[config.mk]
export PLATFORM = sky130hd
export DESIGN_NAME = vga_rect_fill
export DESIGN_NICKNAME = d
export VERILOG_FILES = /design/src/rtl/vga_pkg.sv /design/src/rtl/vga_rect_clip.sv /design/src/rtl/vga_rect_fill.sv
export SDC_FILE = /design/constraint.sdc
export NUM_CORES = 1
export LEC_CHECK = 0
export CORE_MARGIN = 2
export CORE_UTILIZATION = 57
export DETAILED_ROUTE_END_ITERATION = 7
export PLACE_DENSITY = 0.83
export SETUP_SLACK_MARGIN = 0.3
export SLEW_MARGIN = 15
export SYNTH_ARGS = -nofsm -noshare
export SYNTH_HDL_FRONTEND = slang
export SYNTH_SLANG_ARGS = --single-unit
export TNS_END_PERCENT = 30
[constraint.sdc]
create_clock -name iCLOCK -period 7.7 [get_ports iCLOCK]
set_clock_uncertainty 0.15 [all_clocks]
set_input_delay 1.54 -clock iCLOCK [delete_from_list [all_inputs] [get_ports iCLOCK]]
set_output_delay 1.54 -clock iCLOCK [all_outputs]
set_load 0.02 [all_outputs]
[src/rtl/vga_pkg.sv]
// Shared definitions for the VGA display path: visible geometry, pixel-address
// width and the rectangle-fill engine state encoding.
package vga_pkg;

    localparam int H_ACTIVE   = 640;
    localparam int V_ACTIVE   = 480;
    localparam int PIX_ADDR_W = 19;

    typedef enum logic [1:0] {
        IDLE,
        SETUP,
        RUN,
        DONE
    } vga_rect_fill_state_t;

endpackage

[src/rtl/vga_rect_clip.sv]
// Combinational rectangle clip: clipped column/line ends, empty detect and the
// y*640 row base built from shifts so no multiplier is inferred.
module vga_rect_clip
    import vga_pkg::*;
#(
    parameter int P_H_ACTIVE = H_ACTIVE,
    parameter int P_V_ACTIVE = V_ACTIVE
) (
    input  logic [9:0]            x,
    input  logic [8:0]            y,
    input  logic [9:0]            w,
    input  logic [8:0]            h,
    output logic [10:0]           xe,
    output logic [9:0]            ye,
    output logic [PIX_ADDR_W-1:0] row_base,
    output logic                  empty
);

    logic [10:0]           x_sum;
    logic [9:0]            y_sum;
    logic [PIX_ADDR_W-1:0] y_ext;

    assign x_sum = {1'b0, x} + {1'b0, w};
    assign y_sum = {1'b0, y} + {1'b0, h};

    assign xe = (x_sum > 11'(P_H_ACTIVE)) ? 11'(P_H_ACTIVE) : x_sum;
    assign ye = (y_sum > 10'(P_V_ACTIVE)) ? 10'(P_V_ACTIVE) : y_sum;

    // 640 = 512 + 128, so the row base is two shifted copies of y.
    assign y_ext    = PIX_ADDR_W'(y);
    assign row_base = (y_ext << 9) + (y_ext << 7);

    assign empty = (w == '0) || (h == '0)
                || ({1'b0, x} >= 11'(P_H_ACTIVE))
                || ({1'b0, y} >= 10'(P_V_ACTIVE));

endmodule

[src/rtl/vga_rect_fill.sv]
// Rectangle fill engine: turns one fill command into a clipped stream of
// single-pixel writes on the display write port, one pixel per unstalled clock.
module vga_rect_fill
    import vga_pkg::*;
#(
    parameter int P_H_ACTIVE = H_ACTIVE,
    parameter int P_V_ACTIVE = V_ACTIVE
) (
    input  logic        iCLOCK,
    input  logic        iRESET_SYNC,
    input  logic        iCMD_REQ,
    output logic        oCMD_BUSY,
    input  logic [9:0]  iCMD_X,
    input  logic [8:0]  iCMD_Y,
    input  logic [9:0]  iCMD_W,
    input  logic [8:0]  iCMD_H,
    input  logic [15:0] iCMD_COLOR,
    output logic        oCMD_DONE,
    output logic        oDISP_WR_REQ,
    input  logic        iDISP_WR_BUSY,
    output logic [31:0] oDISP_WR_ADDR,
    output logic [31:0] oDISP_WR_DATA
);

    localparam logic [PIX_ADDR_W-1:0] ROW_PITCH = PIX_ADDR_W'(P_H_ACTIVE);

    vga_rect_fill_state_t state;

    logic [9:0]            cmd_x;
    logic [8:0]            cmd_y;
    logic [9:0]            cmd_w;
    logic [8:0]            cmd_h;
    logic [15:0]           cmd_color;

    logic [10:0]           clip_xe;
    logic [9:0]            clip_ye;
    logic [PIX_ADDR_W-1:0] clip_base;
    logic                  clip_empty;

    logic [10:0]           xe_q;
    logic [9:0]            ye_q;
    logic [PIX_ADDR_W-1:0] base_q;
    logic [10:0]           cx;
    logic [9:0]            cy;
    logic [PIX_ADDR_W-1:0] addr_q;
    logic                  busy_q;
    logic                  done_q;
    logic                  req_q;
    logic                  wr_accept;

    vga_rect_clip #(
        .P_H_ACTIVE (P_H_ACTIVE),
        .P_V_ACTIVE (P_V_ACTIVE)
    ) u_clip (
        .x        (cmd_x),
        .y        (cmd_y),
        .w        (cmd_w),
        .h        (cmd_h),
        .xe       (clip_xe),
        .ye       (clip_ye),
        .row_base (clip_base),
        .empty    (clip_empty)
    );

    assign wr_accept = req_q && !iDISP_WR_BUSY;

    // NOTE: every register, datapath included, is cleared on reset so the
    // address and data outputs read zero straight after reset, not stale values.
    always_ff @(posedge iCLOCK) begin
        if (iRESET_SYNC) begin
            state     <= IDLE;
            busy_q    <= 1'b0;
            done_q    <= 1'b0;
            req_q     <= 1'b0;
            addr_q    <= '0;
            base_q    <= '0;
            xe_q      <= '0;
            ye_q      <= '0;
            cx        <= '0;
            cy        <= '0;
            cmd_x     <= '0;
            cmd_y     <= '0;
            cmd_w     <= '0;
            cmd_h     <= '0;
            cmd_color <= '0;
        end else begin
            case (state)
                IDLE: begin
                    if (iCMD_REQ) begin
                        cmd_x     <= iCMD_X;
                        cmd_y     <= iCMD_Y;
                        cmd_w     <= iCMD_W;
                        cmd_h     <= iCMD_H;
                        cmd_color <= iCMD_COLOR;
                        busy_q    <= 1'b1;
                        state     <= SETUP;
                    end
                end
                SETUP: begin
                    xe_q   <= clip_xe;
                    ye_q   <= clip_ye;
                    base_q <= clip_base;
                    cx     <= {1'b0, cmd_x};
                    cy     <= {1'b0, cmd_y};
                    addr_q <= clip_base + PIX_ADDR_W'(cmd_x);
                    if (clip_empty) begin
                        done_q <= 1'b1;
                        state  <= DONE;
                    end else begin
                        req_q  <= 1'b1;
                        state  <= RUN;
                    end
                end
                RUN: begin
                    // Row wrap and the final pixel resolve in the accept cycle,
                    // so the stream never inserts a bubble.
                    if (wr_accept) begin
                        if (cx + 11'd1 < xe_q) begin
                            cx     <= cx + 11'd1;
                            addr_q <= addr_q + 1'b1;
                        end else if (cy + 10'd1 < ye_q) begin
                            cx     <= {1'b0, cmd_x};
                            cy     <= cy + 10'd1;
                            base_q <= base_q + ROW_PITCH;
                            addr_q <= base_q + ROW_PITCH + PIX_ADDR_W'(cmd_x);
                        end else begin
                            req_q  <= 1'b0;
                            done_q <= 1'b1;
                            state  <= DONE;
                        end
                    end
                end
                DONE: begin
                    done_q <= 1'b0;
                    busy_q <= 1'b0;
                    state  <= IDLE;
                end
                default: state <= IDLE;
            endcase
        end
    end

    assign oCMD_BUSY     = busy_q;
    assign oCMD_DONE     = done_q;
    assign oDISP_WR_REQ  = req_q;
    assign oDISP_WR_ADDR = {{(32 - PIX_ADDR_W){1'b0}}, addr_q};
    assign oDISP_WR_DATA = {16'h0000, cmd_color};

endmodule

-- Yosys cells after proc, flatten, opt, wreduce, memory -nomap -nowiden
Index checks and enable logic that the tools add are counted.
- output and inout port bits: 67
- register bits after elaboration: 139
- logic and storage cells: 95
- input bits: 58
- reduce and logical (&&, ||, !) cells: 18
- equal/unequal tests: 11
- mux-type cells: 36
- order comparisons: 6
- add/subtract/negate cells: 9
- operators with widths (kind ; number):
    $mux 19 ; 6
    $pmux 19 s2 ; 2
    $mux 11 ; 4
    $mux 10 ; 4
    $add 19x10->19 ; 2
    $pmux 11 s2 ; 1
    $pmux 10 s2 ; 1
    $add 18x16->19 ; 1
    $add 19x1->19 const B ; 1
    $add 19x10->19 const B ; 1
    $ne 2x2->1 const B ; 7
    $add 10x10->11 ; 1
    $add 11x1->11 const B ; 1
    $gt 11x10->1 const B ; 1
    $lt 11x11->1 ; 1
    $add 10x1->10 const B ; 1
    $add 9x9->10 ; 1
    $ge 10x10->1 const B ; 1
    $gt 10x9->1 const B ; 1
    $logic_not 10->1 ; 1
    $lt 10x10->1 ; 1
    $mux 1 ; 10
    $reduce_and 5->1 ; 2
    $ge 9x9->1 const B ; 1
    17 further kinds ; 27

-- Longest topological paths before layout
- depth after elaboration: 6
- gate-level depth with buffers: 15
- gate-level depth less buffers: 13

-- Cells and area by module
A second synthesis with hierarchy kept.
- cell total of the unflattened synthesis: 1315
- area, all modules: 10052.1 µm²
- modules (own cells, without submodules) (module ; cells each ; times used ; sequential area each (µm²) ; area each (µm²)):
    vga_rect_fill ; 1089 ; 1 ; 2782.7 ; 8409.3
    vga_rect_clip ; 226 ; 1 ; 0.0 ; 1642.8

-- Worst setup path before layout
OpenSTA, ideal clock, no wires.
- kind: flip-flop to flip-flop
- start point: register cx[2]
- end point: register addr_q[8]
- buffers on the path: 2
- period minus slack after synthesis: 3392 ps
- arrival: 3110 ps
- data required time: 7418 ps
- cell stages (with the launch flop): 15
- path slack: 4308 ps
- cells stage by stage: dfxtp_1 -> and3_1 -> and3_1 -> and3_1 -> and3_1 -> xor2_1 -> ha_1 -> a21o_1 -> a21oi_1 -> o21a_1 -> buf_1 -> clkbuf_1 -> o21ai_0 -> a211oi_1 -> nor3_1
- cells in the longest elaborated chain, start to end: 5
- elaborated cells on any way between the ends: 7
- classes of those cells: add/sub: 1; order compare: 1; eq/ne: 1; mux: 3; reduce/logical: 1
- ends and longest elaborated chain (what ; RTL line ; source):
    from (decl) ; vga_rect_fill.sv:43 ; logic [10:0] cx;
    from (signal assigned) ; vga_rect_fill.sv:103 ; cx <= {1'b0, cmd_x};
    from (signal assigned) ; vga_rect_fill.sv:119 ; cx <= cx + 11'd1;
    from (signal assigned) ; vga_rect_fill.sv:122 ; cx <= {1'b0, cmd_x};
    $add 11x1->11 (*) ; vga_rect_fill.sv:118 ; if (cx + 11'd1 < xe_q) begin
    $lt 11x11->1 (*) ; vga_rect_fill.sv:118 ;
    $mux 19 ; vga_rect_fill.sv:118 ;
    $mux 19 ; vga_rect_fill.sv:117 ; if (wr_accept) begin
    $pmux 19 s2 ; vga_rect_fill.sv:87 ; case (state)
    to (signal assigned) ; vga_rect_fill.sv:105 ; addr_q <= clip_base + PIX_ADDR_W'(cmd_x);
    to (signal assigned) ; vga_rect_fill.sv:120 ; addr_q <= addr_q + 1'b1;
    to (signal assigned) ; vga_rect_fill.sv:125 ; addr_q <= base_q + ROW_PITCH + PIX_ADDR_W'(cmd_x);
    to (decl) ; vga_rect_fill.sv:45 ; logic [PIX_ADDR_W-1:0] addr_q;
Mark *: on every way between the ends. The rest lies on a longest branch, timed or not. The select of a mux whose other input is x is not followed.
A chain may end at the register's enable or synchronous reset.

-- Final worst setup path
- start point: register cx[0]
- end point: register addr_q[18]
The elaborated chain is that of the path after synthesis.

==> results.md <==
Logic synthesis:
- In this run the mean area of a mapped cell was roughly 7.7 um^2.
- Among all flip-flop cells after synthesis, the most frequent one is sky130_fd_sc_hd__dfxtp_1.
- After synthesis the netlist holds a flip-flop and latch count of around 130.
- The synthesized design contains 0 enable-type register cells.
- For this run, asynchronously set or reset flops after synthesis account for 0%.
- Sorting the synthesized cells by how often they occur yields sky130_fd_sc_hd__nand2_1, sky130_fd_sc_hd__dfxtp_1, sky130_fd_sc_hd__a21oi_1.
- sky130_fd_sc_hd__dfxtp_1 takes more of the synthesized area than any other cell.
- The area share of the largest cell type after synthesis is approximately 30%.
- The cell count after synthesis is 1158.
- The Yosys step of the flow raised 0 warnings.
- In the post-synthesis netlist, the biggest area contributors are sky130_fd_sc_hd__dfxtp_1, sky130_fd_sc_hd__ha_1, sky130_fd_sc_hd__nand2_1.
- The mapped netlist covers roughly 9000 um^2.
- Yosys instantiated no cell more often than sky130_fd_sc_hd__nand2_1.
- Of the synthesized area, sequential elements account for 29.8%.
- The synthesized netlist contains between 80 and 90 unique library cells.

Global routing:
- The total grt overflow is 0.
- The largest net degree at the start of global routing is 74.
- The first global-routing pass estimated between 30000 and 40000 um of wire.
- The initial antenna violation count is 0.
- The total routing resource utilization after global routing is between 20% and 30%.
- The number of global-route vias before repair is about 7400.

Power and ir drop:
- The analysis attributes to cell leakage a power of 0.00406 uW.
- The largest vdd supply drop is 0.183 mV.
- The ratio of total power to cell area is around 350 nW/um^2.

Cells and area:
- The final net count is ~1300.
- The post-synthesis to final-layout area growth is 17.2%.
- 0 antenna diodes ended up in the layout.
- The non-filler instance count after layout is approximately 1400.
- The post-route netlist has between 5 and 6% of its cells at a drive strength greater than 1.

Place:
- The number of input and output port buffers inserted is 95.
- The number of placed cells counting well taps is between 1000 and 1500.
- Summed over all nets, the half-perimeter wirelength after detailed placement is approximately 16000 um.
- The weighted congestion at the end of routability-driven global placement is approximately 0.88.

Hold path:
- The worst hold path belongs to the class register to register.

STA:
- The number of setup violations in the final report is 0.
- Setup repair after global routing left no endpoint under its margin.
- The worst pin sits at a relative slew slack of between 20% and 30%.
- The number of slew-limit violations in the final report is 0.
- The number of hold violations in the final report is 0.
- The setup total negative slack is 0 ns.
- The achievable frequency is 210 MHz.
- The final critical-path share of the clock period is 61.9%.
- The final period demand of the worst path is between 4 and 5 ns.
- For the pin with the worst max-slew slack, the measured transition is roughly 1.1 ns.

Critical path:
- For the worst setup path, the data arrival time is about 5 ns.
- STA classifies the critical path endpoint as a register.
- STA puts the critical path data required time at between 7 and 8 ns.
- The critical path start-end classification is register to register.
- The critical-path maximum fanout is 29.
- The element type at the critical path start is a register.

Floorplanning:
- The x dimension of the die is 129 um.
- The total I/O pin count is around 130.
- The vertical extent of the die is 129 um.
- The die covers 16600 um^2.
- The effective utilization at floorplan is between 50% and 60%.
- The number of cell rows is between 40 and 50.
- The core region is 15200 um^2.

Clocking:
- The number of resized instances in the post-cts repair step is 0.
- The TritonCTS buffer count is 17.
- The quantity of hold-fixing buffers added after cts is 0.
- The clock sink total is between 100 and 150.
- The insertion delay to the later sink of the worst-skew pair is between 0.4 and 0.5 ns.
- The level count of the clock H-tree is 4.
- Clock tree synthesis selected as its root buffer the cell sky130_fd_sc_hd__clkbuf_16.
- The post-CTS setup-driven buffer insertion count is 0.
- The CTS tree is built.
- The clock transition at the registers of the reported paths is roughly 0.06 ns.
- No sink is reached through more buffers than the 2 on the longest clock path.

Flow run:
- Across the run, the number of max-cap violations was 0.

Routing:
- The remaining routing DRC violations is 0.
- The number of violations reported at the end of detailed-routing iteration 0 is between 800 and 900.
- The routed wirelength normalized by instance count is ~16 um.
- The post-route antenna net violation count is 0.
- The first detailed-routing pass ran for 5 iterations.
- The wire length reported by the detailed router is ~22000 um.
- The number of vias in the routed layout is approximately 8300.
- The routed via count divided by cell count is ~5.9.

Run status:
- The run finished with clean final reports.
-- where the power goes --
part | internal (uW) | switching [uW] | total (uW)
registers | 841 | 182 | 1020
logic | 652 | 1060 | 1710
clock network | 624 | 311 | 934
total | 2120 | 1550 | 3670
-- flip-flops by register name, indices dropped and copies added (netlist names) --
register	flops
cy	10
oCMD_BUSY	1
addr_q	19
cmd_w	10
ye_q	10
oDISP_WR_REQ	1
cmd_y	9
cmd_h	9
xe_q	11
state	2
oCMD_DONE	1
base_q	12
cmd_x	10
cmd_color	16
cx	11
-- worst paths after layout --
| path | startpoint | end | slack (ns) | cells past startpoint |
|---|---|---|---|---|
| worst max-delay path | cx[0] | addr_q[18] | 2.94 | 13 |
| worst min-delay path | xe_q[5] | xe_q[5] | 0.30 | 2 |
| worst max register to register | cx[0] | addr_q[18] | 2.94 | 13 |
| worst min register to register | xe_q[5] | xe_q[5] | 0.30 | 2 |
-- per-stage QoR --
stage	util, %	area (um^2)	hold slack, ns	total power, uW	worst slack, ns
after floorplan	-	8970	0.275	2300	4.31
after global placement	63.8	9700	0.288	2680	3.32
after detailed placement	63.8	9700	0.292	2720	3.14
after CTS	68.3	10400	0.301	3660	3.02
after global routing	68.3	10400	0.330	3920	2.68
final	68.3	10400	0.301	3670	2.94
-- placed cells by master (no fill, tap or decap), drive strengths merged, types with 6 or more instances in the layout --
master         count
a211oi            22
bufinv             6
and3              13
a21o              14
ha                60
a21oi            111
a22oi              8
a221oi             9
xnor2             42
inv               46
dfxtp            132
nor2b              9
o21ai             61
nand3             33
o21a               7
xor2              27
mux2i              8
nor4              11
a31oi              7
conb              30
nand2b            14
nand4              7
clkbuf            19
nand2            198
o211ai            13
nor2              95
a311oi             6
nor3              28
o31ai             13
buf                7
clkdlybuf4s50     94
a22o              11
-- critical path, stage by stage (launching register included) --
cell and delay [ns]:
sky130_fd_sc_hd__dfxtp_1 0.41, sky130_fd_sc_hd__ha_1 0.28, sky130_fd_sc_hd__and3_1 0.22, sky130_fd_sc_hd__and3_1 0.30
sky130_fd_sc_hd__and3_1 0.22, sky130_fd_sc_hd__nand3_1 0.12, sky130_fd_sc_hd__xnor2_1 0.23, sky130_fd_sc_hd__ha_1 0.29
sky130_fd_sc_hd__a21oi_1 0.22, sky130_fd_sc_hd__o21a_1 0.71, sky130_fd_sc_hd__o21a_1 0.29, sky130_fd_sc_hd__or2_1 0.84
sky130_fd_sc_hd__nor2_1 0.07, sky130_fd_sc_hd__a311oi_1 0.30
-- metal layers --
| metal | vias up | global-route usage (%) | part of all wire, % |
|---|---|---|---|
| li1 | 4157 | - | - |
| met1 | 3830 | 37.5 | 46 |
| met2 | 286 | 43.0 | 46 |
| met3 | 37 | 5.07 | 5.8 |
| met4 | 0 | 8.50 | 2.0 |
| met5 | - | 0 | 0 |
-- logic make-up after synthesis --
family,count (synthesis),synth area share (%)
AND/OR/NAND/NOR,436,22.1
other,1,0.0423
AO/OA/AOI/OAI,313,22.8
multiplexers,11,1.28
XOR/XNOR,69,6.99
buffers and inverters,132,7.58
flip-flops,132,29.8
adder cells (fa/ha/maj),64,9.37
-- cell type report --
| type | count | area, um^2 |
|---|---|---|
| Sequential cell | 132 | 2640 |
| Tap cell | 188 | 235 |
| Timing Repair Buffer | 101 | 993 |
| Clock inverter | 12 | 225 |
| Clock buffer | 19 | 453 |
| Multi-Input combinational cell | 923 | 5670 |
| Fill cell | 1254 | 4820 |
| Inverter | 44 | 165 |
No activity file was read; power rests on OpenSTA's default activity.
